===== src/rtl/prog_sequencer.sv =====
// rtl/prog_sequencer.sv - fetch/execute controller for the INC/JNO/HLT program ROM
// Optional retired-instruction counter and port under SEQ_RETIRE_CNT_EN.
module prog_sequencer #(
   parameter int         ACC_W    = 4,
   parameter logic [1:0] START_PC = 2'd0
) (
   input  logic             clk,
   input  logic             rst,
   input  logic             start,
   output logic [1:0]       addr,
   input  logic [1:0]       instr,
   output logic [ACC_W-1:0] acc,
   output logic             ovf,
   output logic             busy,
   output logic             halted,
   output logic             err
`ifdef SEQ_RETIRE_CNT_EN
   ,
   output logic [7:0]       retired
`endif
);

   localparam logic [1:0] S_IDLE  = 2'd0;
   localparam logic [1:0] S_FETCH = 2'd1;
   localparam logic [1:0] S_OPER  = 2'd2;
   localparam logic [1:0] S_HALT  = 2'd3;

   localparam logic [1:0] OP_INC = 2'b00;
   localparam logic [1:0] OP_JNO = 2'b01;
   localparam logic [1:0] OP_HLT = 2'b10;

   logic [1:0]       state_q, state_d;
   logic [1:0]       pc_q, pc_d;
   logic [ACC_W-1:0] acc_q, acc_d;
   logic             ovf_q, ovf_d;
   logic             err_q, err_d;
   logic             busy_q, busy_d;
   logic             halted_q, halted_d;
   logic             start_act;

   assign start_act = start && (state_q == S_IDLE || state_q == S_HALT);

   always_comb begin
      state_d = state_q;
      pc_d    = pc_q;
      acc_d   = acc_q;
      ovf_d   = ovf_q;
      err_d   = err_q;
      case (state_q)
         S_IDLE, S_HALT: begin
            if (start_act) begin
               pc_d    = START_PC;
               acc_d   = '0;
               ovf_d   = 1'b0;
               err_d   = 1'b0;
               state_d = S_FETCH;
            end
         end
         S_FETCH: begin
            case (instr)
               OP_INC: begin
                  acc_d = acc_q + 1'b1;
                  if (&acc_q) ovf_d = 1'b1;
                  pc_d  = pc_q + 2'd1;
               end
               OP_JNO: begin
                  pc_d    = pc_q + 2'd1;
                  state_d = S_OPER;
               end
               OP_HLT: state_d = S_HALT;
               default: begin
                  err_d   = 1'b1;
                  state_d = S_HALT;
               end
            endcase
         end
         default: begin
            // instr here is the operand word: the jump target
            pc_d    = ovf_q ? pc_q + 2'd1 : instr;
            state_d = S_FETCH;
         end
      endcase
      busy_d   = (state_d == S_FETCH) || (state_d == S_OPER);
      halted_d = (state_d == S_HALT);
   end

   always_ff @(posedge clk or posedge rst) begin
      if (rst) begin
         state_q  <= S_IDLE;
         pc_q     <= 2'd0;
         acc_q    <= '0;
         ovf_q    <= 1'b0;
         err_q    <= 1'b0;
         busy_q   <= 1'b0;
         halted_q <= 1'b0;
      end else begin
         state_q  <= state_d;
         pc_q     <= pc_d;
         acc_q    <= acc_d;
         ovf_q    <= ovf_d;
         err_q    <= err_d;
         busy_q   <= busy_d;
         halted_q <= halted_d;
      end
   end

   assign addr   = pc_q;
   assign acc    = acc_q;
   assign ovf    = ovf_q;
   assign err    = err_q;
   assign busy   = busy_q;
   assign halted = halted_q;

`ifdef SEQ_RETIRE_CNT_EN
   logic [7:0] ret_q, ret_d;
   logic       retire;

   // Illegal opcodes halt without retiring
   always_comb begin
      retire = 1'b0;
      if (state_q == S_OPER) retire = 1'b1;
      else if (state_q == S_FETCH && (instr == OP_INC || instr == OP_HLT)) retire = 1'b1;
      ret_d = ret_q;
      if (start_act) ret_d = 8'd0;
      else if (retire && ret_q != 8'hFF) ret_d = ret_q + 8'd1;
   end

   always_ff @(posedge clk or posedge rst) begin
      if (rst) ret_q <= 8'd0;
      else     ret_q <= ret_d;
   end

   assign retired = ret_q;
`endif

endmodule


===== config.mk =====
export PLATFORM = sky130hd
export DESIGN_NAME = prog_sequencer
export DESIGN_NICKNAME = d
export VERILOG_FILES = /design/src/rtl/prog_sequencer.sv
export SDC_FILE = /design/constraint.sdc
export NUM_CORES = 1
export LEC_CHECK = 0
export ABC_AREA = 1
export CAP_MARGIN = 30
export CORE_ASPECT_RATIO = 0.75
export CORE_MARGIN = 5
export CORE_UTILIZATION = 23
export DETAILED_ROUTE_END_ITERATION = 12
export PLACE_DENSITY = 0.47
export REMOVE_ABC_BUFFERS = 1
export SYNTH_ARGS = -nofsm -noshare
export SYNTH_HDL_FRONTEND = slang
export SYNTH_SLANG_ARGS = --single-unit
export TNS_END_PERCENT = 5

===== constraint.sdc =====
create_clock -name clk -period 1.8 [get_ports clk]
set_clock_uncertainty 0.15 [all_clocks]
set_input_delay 0.36 -clock clk [delete_from_list [all_inputs] [get_ports clk]]
set_output_delay 0.36 -clock clk [all_outputs]
set_load 0.02 [all_outputs]

==> impl_metrics.ini <==
[placed_design]
placed_cells = 139
routabilityCongestion = 0.873
dp_hpwl_mm = 1.21
io_buffers = 14

[logic_synthesis]
ys_types = 21
yosysMostFrequentCell = nand2_1
synth_fa_ha_area_frac = 0.0748
synth_area_leaders = dfrtp_1, nand2_1, ha_1
synth_compound_area_frac = 0.136
ys_warn_count = 0
yosysTopAreaCellShare = 0.449
synthSimpleGateAreaFrac = 0.260
synth_top_cells_by_count = nand2_1, dfrtp_1, inv_1
synth_top_family_by_area = simple AND/OR/NAND/NOR gates
syn_area_sq_um = 669
async_flop_share = 1.00
ys_seq_area_frac = 0.449
synthMuxAreaShare = 0
synth_edf_count = 0
netlist_instances = 81
synth-seq-cells = 12
yosys_most_used_dff = dfrtp_1
synth_top_area_cell = dfrtp_1
synth_xor_area_frac = 0.0131
postSynthAreaPerCell_sq_um = 8.26

[critical_path]
path_buf_inv = 1
critPathLaunchType = flip-flop
r2r_slack_ns = 0.10
crit_family = buffers and inverters
r2r-end = busy
slowest_stage = clkdlybuf4s50_1
cp.arrival_ns = 1.23
endpoint_kind = output pin
cp_cell_sequence = clkdlybuf4s50_1
r2r_start = state_q[0]
cp_max_fo = 3
path_class = reg -> out
rr_worst_depth = 7
slowest_delay_ns = 0.62
crit_required_ns = 1.29

[timing]
slew_violations = 0
hold_violations = 0
hold-worst-slack_ns = 0.315
setup_viol = 0
clock.fmax_mhz = 573
rsz0062_at_grt = false
slew_headroom = 0.660
fin_setup_tns_ns = 0
finalCritPeriodShare = 0.969
period_needed_ns = 1.74
tightest_slew_ns = 0.509

[final_layout]
drive_above_1_share = 0.183
final_cells = 142
utilization = 0.329
fill_cells = 315
synthToLayoutAreaGrowth_pct = 41.3
insertedDiodeCount = 0
seqCellArea_sq_um = 300
multi_input_area_sq_um = 327
final_nets = 115

[status]
status = completed

[routing]
antenna_left = 0
drc = 0
vias = 582
wl_per_cell_microns = 10.8
dr.pass1.iters = 4
wirelength_mm = 1.53
drt-initial-drc-count = 11
avgViaCountPerCell = 4.10

[global_route]
grt_usage = 0.0843
grt_first_pass_wirelength_mm = 2.67
grt_pass1_vias = 584
grt_overflow = 0
grt_max_degree = 13
antenna_found_initial = 0

[clocking]
cts_max_level = 1
cts_hold_buf = 0
root_buffer = clkbuf_8
cts_resized = 4
cts_setup_buffers = 0
cts_tree = built
clock_sinks = 12
clkTransAtPathRegs_ns = 0.05
clk_latency_ns = 0.24
cts_buffer_depth = 2
cts_buffers = 3

[power_and_ir_drop]
clockPowerShare = 0.144
power_frac_seq = 0.283
swShare = 0.433
powerDensity_nw_per_um2 = 1770
power.internal_uw = 947
ir_worst_vdd_mv = 0.856
power.leakage_uw = 0.000502
combPwrFrac = 0.573
netSwitchingPower_uw = 722

[die]
fp.dieW_microns = 72.3
fp.coreArea_sq_um = 2870
pin_count = 15
die_y_microns = 56.7
rows = 17
initial_core_util = 0.233
die-area_sq_um = 4100

[worst_hold_path]
hold_path_class = in -> async

[job]
cap_violations = 0
-- logic make-up (layout without fill, tap and decap cells) --
group / Yosys count / after routing
AOI/OAI and AO/OA: 16 / 16
xor gates and xnor gates: 1 / 1
adders and majority gates: 4 / 4
buffers and inverters: 12 / 35
DFF: 12 / 12
and+or+nand+nor: 36 / 36
-- through the flow --
stage / power (uW) / cell area (sq um) / setup slack, ns
after floorplan: 1070 / 669 / 0.216
after global placement: 1460 / 902 / 0.0250
after detailed placement: 1460 / 902 / 0.0117
after CTS: 1690 / 938 / 0.00150
after global routing: 1830 / 946 / 0.00166
final: 1670 / 946 / 0.0557
-- layout by cell type (no fill, tap or decap), types with 4 or more instances in the layout --
master           instances
dlygate4sd2_1            4
buf_4                    6
o21ai_0                  4
nor2_1                   7
clkdlybuf4s50_1          8
inv_1                   10
nand2_1                 17
a21oi_1                  5
dfrtp_1                 12
nand3_1                  4
-- flip-flops by register name (all words and copies together) (netlist names) --
name,cells
state_q,2
err,1
ovf,1
halted,1
acc,4
busy,1
addr,2
-- layout make-up --
type / instances / share of cell area
multi-input cells: 57 / 0.345
flip-flops and latches: 12 / 0.317
repair buffers: 20 / 0.196
well taps: 38 / 0.0503
inverters: 12 / 0.0476
clock buffers: 3 / 0.0437
-- power by group through the flow --
stage | Clock (uW) | Sequential [uW] | Combinational, uW
6_report | 241 | 472 | 957
4_1_cts | 254 | 475 | 963
5_1_grt | 264 | 496 | 1060
2_1_floorplan | 0 | 562 | 508
3_3_place_gp | 0 | 477 | 979
3_5_place_dp | 0 | 480 | 976
-- layer usage --
| layer | vias to the layer above | wire (microns) | GRT usage |
|---|---|---|---|
| met5 | - | 0 | 0 |
| met4 | 0 | 0 | 0.00804 |
| met3 | 0 | 69 | 0.0376 |
| met2 | 10 | 690 | 0.130 |
| met1 | 258 | 767 | 0.112 |
| li1 | 314 | - | - |
-- worst max-delay path by stage --
stage                from       to  slack, ns  depth (start not counted)
5_1_grt        state_q[0]     busy      0.002                          7
4_1_cts            acc[1]   acc[1]      0.002                          1
3_5_place_dp        start     busy       0.01                          7
6_report          addr[1]  addr[1]       0.06                          1
3_3_place_gp     instr[0]     busy       0.02                          5
2_1_floorplan  state_q[0]     busy       0.22                          7
No activity file was read; power rests on OpenSTA's default activity.
